===== src/rtl/hazard_stall_ctrl_pkg.sv =====
// Shared definitions for the pipeline stall/flush controller:
// Tuse/Tnew encodings, mult/div latency defaults and the busy-timer state type.
package hazard_stall_ctrl_pkg;

  localparam logic [1:0] TUSE_NONE = 2'd3;
  localparam logic [1:0] TNEW_NOW  = 2'd0;

  localparam int unsigned MULT_CYCLES_DEF = 5;
  localparam int unsigned DIV_CYCLES_DEF  = 10;
  localparam int unsigned BUSY_W_MIN      = 4;

  typedef enum logic {StIdle, StBusy} mdu_state_e;

  // Smallest counter width (never below BUSY_W_MIN) that can hold max_cycles.
  function automatic int unsigned busy_cnt_width(input int unsigned max_cycles);
    int unsigned w;
    w = BUSY_W_MIN;
    while ((64'd1 << w) <= 64'(max_cycles)) w++;
    return w;
  endfunction

endpackage


===== src/rtl/mdu_busy_timer.sv =====
// Mult/div busy timer: loads the op latency on a start, counts down to idle.
// o_busy is high for exactly the loaded number of cycles after the start cycle.
module mdu_busy_timer
  import hazard_stall_ctrl_pkg::*;
#(
  parameter int unsigned MULT_CYCLES = MULT_CYCLES_DEF,
  parameter int unsigned DIV_CYCLES  = DIV_CYCLES_DEF
) (
  input  logic clk,
  input  logic reset,
  input  logic i_start,
  input  logic i_is_div,
  output logic o_busy
);

  localparam int unsigned BusyW =
      busy_cnt_width((DIV_CYCLES > MULT_CYCLES) ? DIV_CYCLES : MULT_CYCLES);

  mdu_state_e       r_state, w_state_next;
  logic [BusyW-1:0] r_cnt, w_cnt_next, w_load;

  always_ff @(posedge clk) begin
    if (!reset) begin
      r_state <= StIdle;
      r_cnt   <= '0;
    end else begin
      r_state <= w_state_next;
      r_cnt   <= w_cnt_next;
    end
  end

  // A start always reloads, even mid-operation: the newest op wins.
  always_comb begin
    w_state_next = r_state;
    w_cnt_next   = r_cnt;
    w_load       = i_is_div ? BusyW'(DIV_CYCLES) : BusyW'(MULT_CYCLES);
    if (i_start) begin
      w_cnt_next   = w_load;
      w_state_next = (w_load != '0) ? StBusy : StIdle;
    end else if (r_state == StBusy) begin
      w_cnt_next = r_cnt - BusyW'(1);
      if (r_cnt == BusyW'(1)) w_state_next = StIdle;
    end
  end

  always_comb begin
    o_busy = (r_state == StBusy);
  end

endmodule


===== src/rtl/hazard_stall_ctrl.sv =====
// Central stall/flush controller: Tuse/Tnew data-hazard check plus mult/div
// busy interlock, driving PCEN, the D-register enable and the E-register flush.
module hazard_stall_ctrl
  import hazard_stall_ctrl_pkg::*;
#(
  parameter int unsigned MULT_CYCLES = MULT_CYCLES_DEF,
  parameter int unsigned DIV_CYCLES  = DIV_CYCLES_DEF,
  parameter int unsigned CNT_W       = 32
) (
  input  logic             clk,
  input  logic             reset,
  input  logic [4:0]       d_rs_addr,
  input  logic [4:0]       d_rt_addr,
  input  logic [1:0]       d_tuse_rs,
  input  logic [1:0]       d_tuse_rt,
  input  logic             d_is_md,
  input  logic [4:0]       e_wr_addr,
  input  logic [1:0]       e_tnew,
  input  logic             e_md_start,
  input  logic             e_is_div,
  input  logic [4:0]       m_wr_addr,
  input  logic [1:0]       m_tnew,
  output logic             PCEN,
  output logic             d_en,
  output logic             e_flush,
  output logic             mdu_busy,
  output logic [CNT_W-1:0] stall_cnt
);

  logic             w_hz_rs, w_hz_rt, w_hz_md, w_stall, w_timer_busy;
  logic [CNT_W-1:0] r_stall_cnt;

  mdu_busy_timer #(
    .MULT_CYCLES (MULT_CYCLES),
    .DIV_CYCLES  (DIV_CYCLES)
  ) u_mdu_busy_timer (
    .clk      (clk),
    .reset    (reset),
    .i_start  (e_md_start),
    .i_is_div (e_is_div),
    .o_busy   (w_timer_busy)
  );

  // TUSE_NONE (3) can never be below a 2-bit Tnew, so it needs no special case.
  always_comb begin
    w_hz_rs = (d_rs_addr != 5'd0) &&
              (((d_rs_addr == e_wr_addr) && (d_tuse_rs < e_tnew)) ||
               ((d_rs_addr == m_wr_addr) && (d_tuse_rs < m_tnew)));
    w_hz_rt = (d_rt_addr != 5'd0) &&
              (((d_rt_addr == e_wr_addr) && (d_tuse_rt < e_tnew)) ||
               ((d_rt_addr == m_wr_addr) && (d_tuse_rt < m_tnew)));
    w_hz_md = d_is_md && (w_timer_busy || e_md_start);
    w_stall = w_hz_rs || w_hz_rt || w_hz_md;
  end

  // Reset overrides everything so the pipeline free-runs while held.
  always_comb begin
    PCEN     = !reset || !w_stall;
    d_en     = !reset || !w_stall;
    e_flush  = reset && w_stall;
    mdu_busy = reset && w_timer_busy;
  end

  always_ff @(posedge clk) begin
    if (!reset) begin
      r_stall_cnt <= '0;
    end else if (w_stall && (r_stall_cnt != {CNT_W{1'b1}})) begin
      r_stall_cnt <= r_stall_cnt + CNT_W'(1);
    end
  end

  assign stall_cnt = r_stall_cnt;

endmodule

===== config.mk =====
export PLATFORM = sky130hd
export DESIGN_NAME = hazard_stall_ctrl
export DESIGN_NICKNAME = d
export VERILOG_FILES = /design/src/rtl/hazard_stall_ctrl_pkg.sv /design/src/rtl/mdu_busy_timer.sv /design/src/rtl/hazard_stall_ctrl.sv
export SDC_FILE = /design/constraint.sdc
export NUM_CORES = 1
export LEC_CHECK = 0
export CAP_MARGIN = 20
export CORE_MARGIN = 2
export CORE_UTILIZATION = 40
export CTS_BUF_LIST = sky130_fd_sc_hd__clkbuf_8
export CTS_CLUSTER_DIAMETER = 30
export DETAILED_ROUTE_END_ITERATION = 16
export GPL_TIMING_DRIVEN = 0
export PLACE_DENSITY = 0.71
export SLEW_MARGIN = 30
export SYNTH_ARGS = -nofsm -noshare
export SYNTH_HDL_FRONTEND = slang
export SYNTH_HIERARCHICAL = 1
export SYNTH_SLANG_ARGS = --single-unit

===== constraint.sdc =====
create_clock -name clk -period 3.4 [get_ports clk]
set_input_delay 1.02 -clock clk [delete_from_list [all_inputs] [get_ports clk]]
set_output_delay 1.02 -clock clk [all_outputs]
set_load 0.01 [all_outputs]

Word level (Yosys, flattened, before mapping). Index checks and enable logic that the tools add are counted.

$lt $le $gt $ge: 4. Reductions and logical operators: 22. $add $sub $neg: 2. Equality and inequality tests: 6. Mux-type cells: 7.

Operators by type and width (count): $add 32x1->32 const B (1); $ne 32x32->1 const B (1); $eq 5x5->1 (4); $mux 4 (3); $logic_and 1x1->1 (10); $reduce_bool 5->1 (2); $lt 2x2->1 (4); $logic_or 1x1->1 (6); $eq 4x1->1 const B (1); $mux 1 (4); $reduce_bool 4->1 (1); $sub 4x1->4 const B (1); $logic_not 1->1 (2); $reduce_bool 2->1 (1).

Bits in registers: 37. Logic and storage cells: 44. Output and inout bits: 36. Input bits: 33.

Logic depth before layout (Yosys ltp).
Depth after elaboration: 8. Depth in mapped cells: 10.

Cells and area by module. Netlist, hierarchy kept.

By module, submodules not included: hazard_stall_ctrl (cells an instance 263, area an instance 2114.5 um^2, instances 1); mdu_busy_timer (cells an instance 27, area an instance 260.2 um^2, instances 1).

Worst setup path before layout. OpenSTA, ideal clock, no wires.

Path kind: input-to-output. From: input port e_tnew[1]. To: output port d_en. Stages: 10. Path slack: -0.354 ns. Arrival: 2.734 ns. Path buffers: 3. Data required time: 2.380 ns. Cell sequence: inv_1 > ha_1 > a211oi_1 > a22oi_1 > o221a_2 > buf_2 > clkbuf_1 > nor2_1 > inv_1 > buf_4.

Word-level cells in the longest chain between the ends: 8.

RTL lines: from (decl) (line hazard_stall_ctrl.sv:18) `input logic [1:0] e_tnew,`; $lt 2x2->1 (on tied branches) (line hazard_stall_ctrl.sv:47, hazard_stall_ctrl.sv:50); $logic_and 1x1->1 (on tied branches) (line hazard_stall_ctrl.sv:47, hazard_stall_ctrl.sv:50); $logic_or 1x1->1 (on tied branches) (line hazard_stall_ctrl.sv:47, hazard_stall_ctrl.sv:50); $logic_and 1x1->1 (on tied branches) (line hazard_stall_ctrl.sv:46, hazard_stall_ctrl.sv:49); $logic_or 1x1->1 (*) (2 in a row) (line hazard_stall_ctrl.sv:53) `w_stall = w_hz_rs || w_hz_rt || w_hz_md;`; $logic_not 1->1 (*); $logic_or 1x1->1 (*); to (decl) (line hazard_stall_ctrl.sv:24) `output logic d_en,`.

Every way passes the cells marked *; elsewhere a longest branch is shown, timed or not.

Worst setup path after layout.
From: input port d_rt_addr[3]. To: output port d_en.

Word-level cells in the longest chain between the ends: 8.

RTL lines: from (decl) (line hazard_stall_ctrl.sv:13) `input logic [4:0] d_rt_addr,`; $eq 5x5->1 (on tied branches) (line hazard_stall_ctrl.sv:50, hazard_stall_ctrl.sv:51); $logic_and 1x1->1 (on tied branches) (line hazard_stall_ctrl.sv:50, hazard_stall_ctrl.sv:51); $logic_or 1x1->1 (line hazard_stall_ctrl.sv:50) `(((d_rt_addr == e_wr_addr) && (d_tuse_rt < e_tnew)) ||`; $logic_and 1x1->1 (*) (line hazard_stall_ctrl.sv:49) `w_hz_rt = (d_rt_addr != 5'd0) &&`; $logic_or 1x1->1 (*) (2 in a row) (line hazard_stall_ctrl.sv:53); $logic_not 1->1 (*) (line hazard_stall_ctrl.sv:59) `d_en = !reset || !w_stall;`; $logic_or 1x1->1 (*) (line hazard_stall_ctrl.sv:59).

Marks and branches as above.

==> impl_metrics.py <==
metrics = {
    "pwr": {
        "p_switching_uw": 269.1,
        "power.total_uw": 934.7,
        "pwr-share-comb_pct": 20.8,
        "internal_power_uw": 665.5,
        "peakVddDrop_mv": 0.2207,
        "seqPwrFrac_pct": 48.3,
        "swShare_pct": 28.79,
        "power.density_mw_per_mm2": 275.0,
        "power_frac_clock_pct": 30.9,
        "power_leakage_nw": 1.115,
    },
    "clocking": {
        "clk_pin_slew_worst_paths_ns": 0.07,
        "ctsHoldBuffers": 0,
        "cts_root_buf": "clkbuf_8",
        "cts_tree": "done",
        "h-tree-depth": 2,
        "insertion_delay_ns": 0.29,
        "cts_made_buffers": 5,
        "clock_sinks": 37,
        "cts_buffer_depth": 2,
    },
    "setup_path": {
        "end_kind": "output pin",
        "path_buf_inv": 4,
        "cp-startpoint": "d_rt_addr[3]",
        "regToRegSetupSlack_ns": 1.04,
        "cpPeakStageDelay_ns": 0.33,
        "r2r_end": "stall_cnt[30]$_SDFFE_PN0P_",
        "crit_family": "compound AO/OA/AOI/OAI gates",
        "ff2ff_path_depth": 8,
        "critPathKind": "in -> out",
        "crit_chain": "buf_6, xor2_2, nor4_4, a22oi_2, o221a_4, nor2_4, inv_2, buf_6, buf_6",
        "path_max_fanout": 3,
        "cp_common_cell": "buf_6",
        "crit_path_start_kind": "primary input",
        "timing.rr.start": "stall_cnt[0]$_SDFFE_PN0P_",
        "required_ns": 2.38,
        "arrival_ns": 2.44,
        "slowest_stage": "o221a_4",
    },
    "die": {
        "die_w_um": 81.05,
        "core_mm2": 0.005816,
        "die_y_um": 81.05,
        "initial_utilization_pct": 40.83,
        "core.rowCount": 28,
        "die_area_mm2": 0.006569,
        "ios": 69,
    },
    "min_path": {
        "hold_depth": 2,
        "worstHoldEndpoint": "stall_cnt[4]$_SDFFE_PN0P_",
        "hold_start": "stall_cnt[4]$_SDFFE_PN0P_",
        "hold_class": "reg -> reg",
    },
    "sta": {
        "slew_viol_final": 0,
        "min_period_ns": 3.465,
        "setup_violations": 1,
        "tightest_slew_ns": 0.5865,
        "rsz0062_at_grt": "yes",
        "fmaxAchievable_mhz": 288.6,
        "setup_tns_ns": -0.06475,
        "slew_headroom_pct": 60.83,
        "finalCritPeriodShare_pct": 101.9,
        "fin_worst_skew_ns": 0.009200,
        "holdWs_ns": 0.4997,
        "finalWorstSetupSlack_ns": -0.06475,
        "hold_viol_final": 0,
    },
    "yosys": {
        "synth_edf_count": 0,
        "async_flop_share_pct": 0,
        "syn_inst": 290,
        "ys.flop_type": "dfxtp_1",
        "syn_area_per_cell_um2": 8.189,
        "synth_seq_cells": 37,
        "yosys_warnings": 6,
        "yosysSeqAreaShare_pct": 31.19,
        "synth_cell_types": 40,
        "synth_nets": 330,
        "netlist_area_mm2": 0.002375,
    },
    "global_route": {
        "grt_pass1_wl_um": 10630,
        "grt_overflow": 0,
        "grt_max_degree": 19,
        "antenna_found_initial": 0,
        "first_global_vias": 2319,
        "grtUsageTotal_pct": 20.57,
    },
    "cells_and_area": {
        "final-seq-area_um2": 740.7,
        "finalNonFillerCells": 437,
        "final_util_pct": 58.43,
        "multi_input_area_mm2": 0.001747,
        "n_antenna_cell": 0,
        "syn2layout_area_growth_pct": 43.10,
        "fillCellCount": 557,
        "drive_gt1_share_pct": 20.72,
        "fin_nets": 403,
        "design_area_mm2": 0.003398,
    },
    "outcome": {
        "violations": "setup timing",
        "status": "finished with violations",
    },
    "route": {
        "drtPass1Iterations": 5,
        "vias": 2439,
        "drc": 0,
        "drtIter0Drc": 101,
        "antenna_left": 0,
        "via_per_inst": 5.581,
        "routed_wl_um": 6443,
        "wire_per_inst_um": 14.74,
    },
    "placed_design": {
        "place_area_mm2": 0.003247,
        "place_ws_ns": -1.302,
        "place_inst": 433,
        "port-buffer-count": 68,
        "place.gp.congestion": 0.8589,
        "hpwl_um": 4823,
    },
    "run": {
        "cap_violations": 0,
    },
}
-- repair_timing --
| item | in CTS | in global routing |
|---|---|---|
| hold endpoints to repair | 0 | 0 |
| resized for setup | 135 | 11 |
| setup endpoints to repair | 4 | 4 |
| setup buffers | 1 | 0 |
| pin swaps | 24 | 9 |
-- cells by family (layout without fill, tap and decap cells) --
| kind of cell | after synthesis | after routing | synth area share [%] |
|---|---|---|---|
| flops | 37 | 37 | 31.19 |
| compound gates | 64 | 64 | 16.86 |
| mux | 9 | 9 | 3.794 |
| xor+xnor | 23 | 23 | 8.482 |
| fa+ha+maj | 7 | 7 | 3.688 |
| buf+inv | 23 | 95 | 4.057 |
| simple gates | 127 | 127 | 31.93 |
-- synthesized netlist by cell type, types with 4 or more instances --
master    number  area, µm²
buf_2          5      25.02
nand2_1       25      93.84
dfxtp_1       37      740.7
mux2i_1        9      90.09
nand4_1       17      106.4
nor4_1         8      50.05
o31ai_1        8      60.06
a211oi_1       4      30.03
inv_1          9      33.78
nand2b_1      13      81.33
o21ai_1        8      40.04
a21oi_1       23      115.1
o21ai_0        7      35.03
nor2_1        10      37.54
nand3_1        8      40.04
or4_1         10      75.07
clkbuf_1       8      30.03
ha_1           7      87.58
nor3_1         7      35.03
or3_1         14      87.58
xor2_1        22      192.7
-- worst max-delay path by stage --
stage	end	depth (start not counted)
floorplan	d_en	10
detailed placement	d_en	12
global placement	d_en	12
global route	d_en	9
finish	d_en	9
CTS	d_en	11
-- power groups by stage --
stage | registers [mW] | clock network (mW) | logic (mW)
after detailed placement | 0.461 | 0 | 0.185
after global placement | 0.461 | 0 | 0.181
after global routing | 0.453 | 0.309 | 0.213
after CTS | 0.451 | 0.293 | 0.195
final | 0.451 | 0.289 | 0.194
after floorplan | 0.460 | 0 | 0.0962
-- layout make-up --
| type | count | share of cell area [%] |
|---|---|---|
| timing repair buffer | 69 | 18.63 |
| buffer | 11 | 1.878 |
| clock inverter | 1 | 0.1473 |
| clock buffer | 5 | 2.025 |
| multi-input combinational | 230 | 51.40 |
| sequential | 37 | 21.80 |
| inverter | 9 | 1.362 |
| tap | 75 | 2.761 |
-- sequential cells by signal, indices dropped and copies added (netlist names) --
name / count
u_mdu_busy_timer/o_busy: 1
stall_cnt: 32
u_mdu_busy_timer/r_cnt: 4
-- metal layers --
layer  track usage [%]  wire (µm)  up-vias  share of wire, %
li1                  -          -     1222                 -
met1             24.74       2807     1135                44
met2             36.78       3191       76                50
met3             4.778        386        6               6.0
met4             5.254         57        0              0.88
met5                 0          0        -                 0
-- worst reg2reg max path: cells and delay by family (launching register included) --
family                   cells  cell delay (ns)
AO/OA/AOI/OAI                2             0.44
adder cells (fa/ha/maj)      1             0.26
buffers and inverters        1             0.18
flip-flops                   1             0.37
AND/OR/NAND/NOR              4             1.06
-- placed cells by master (no fill, tap or decap), types with 3 or more instances in the layout --
| master | netlist | layout |
|---|---|---|
| buf_2 | 5 | 16 |
| buf_6 | 0 | 5 |
| nand3_1 | 8 | 8 |
| nand4_1 | 17 | 17 |
| nor2_1 | 10 | 8 |
| o21ai_1 | 8 | 8 |
| nor4_1 | 8 | 5 |
| nand2_1 | 25 | 25 |
| inv_1 | 9 | 6 |
| or3_1 | 14 | 14 |
| clkdlybuf4s15_2 | 0 | 6 |
| clkbuf_1 | 8 | 5 |
| a21oi_1 | 23 | 23 |
| clkdlybuf4s50_1 | 0 | 36 |
| a211oi_2 | 1 | 4 |
| dfxtp_1 | 37 | 37 |
| nor3_1 | 7 | 7 |
| o31ai_1 | 8 | 8 |
| nand2b_4 | 0 | 3 |
| mux2i_1 | 9 | 9 |
| nand2b_1 | 13 | 10 |
| o21ai_0 | 7 | 7 |
| o21a_1 | 3 | 3 |
| clkdlybuf4s15_1 | 0 | 4 |
| xor2_1 | 22 | 16 |
| xor2_2 | 0 | 6 |
| ha_4 | 0 | 4 |
| and3_1 | 3 | 3 |
| or4_1 | 10 | 9 |
| clkbuf_8 | 0 | 6 |
| and2_1 | 3 | 3 |
| ha_1 | 7 | 3 |
Note: power is estimated with default switching activity, not from simulation.
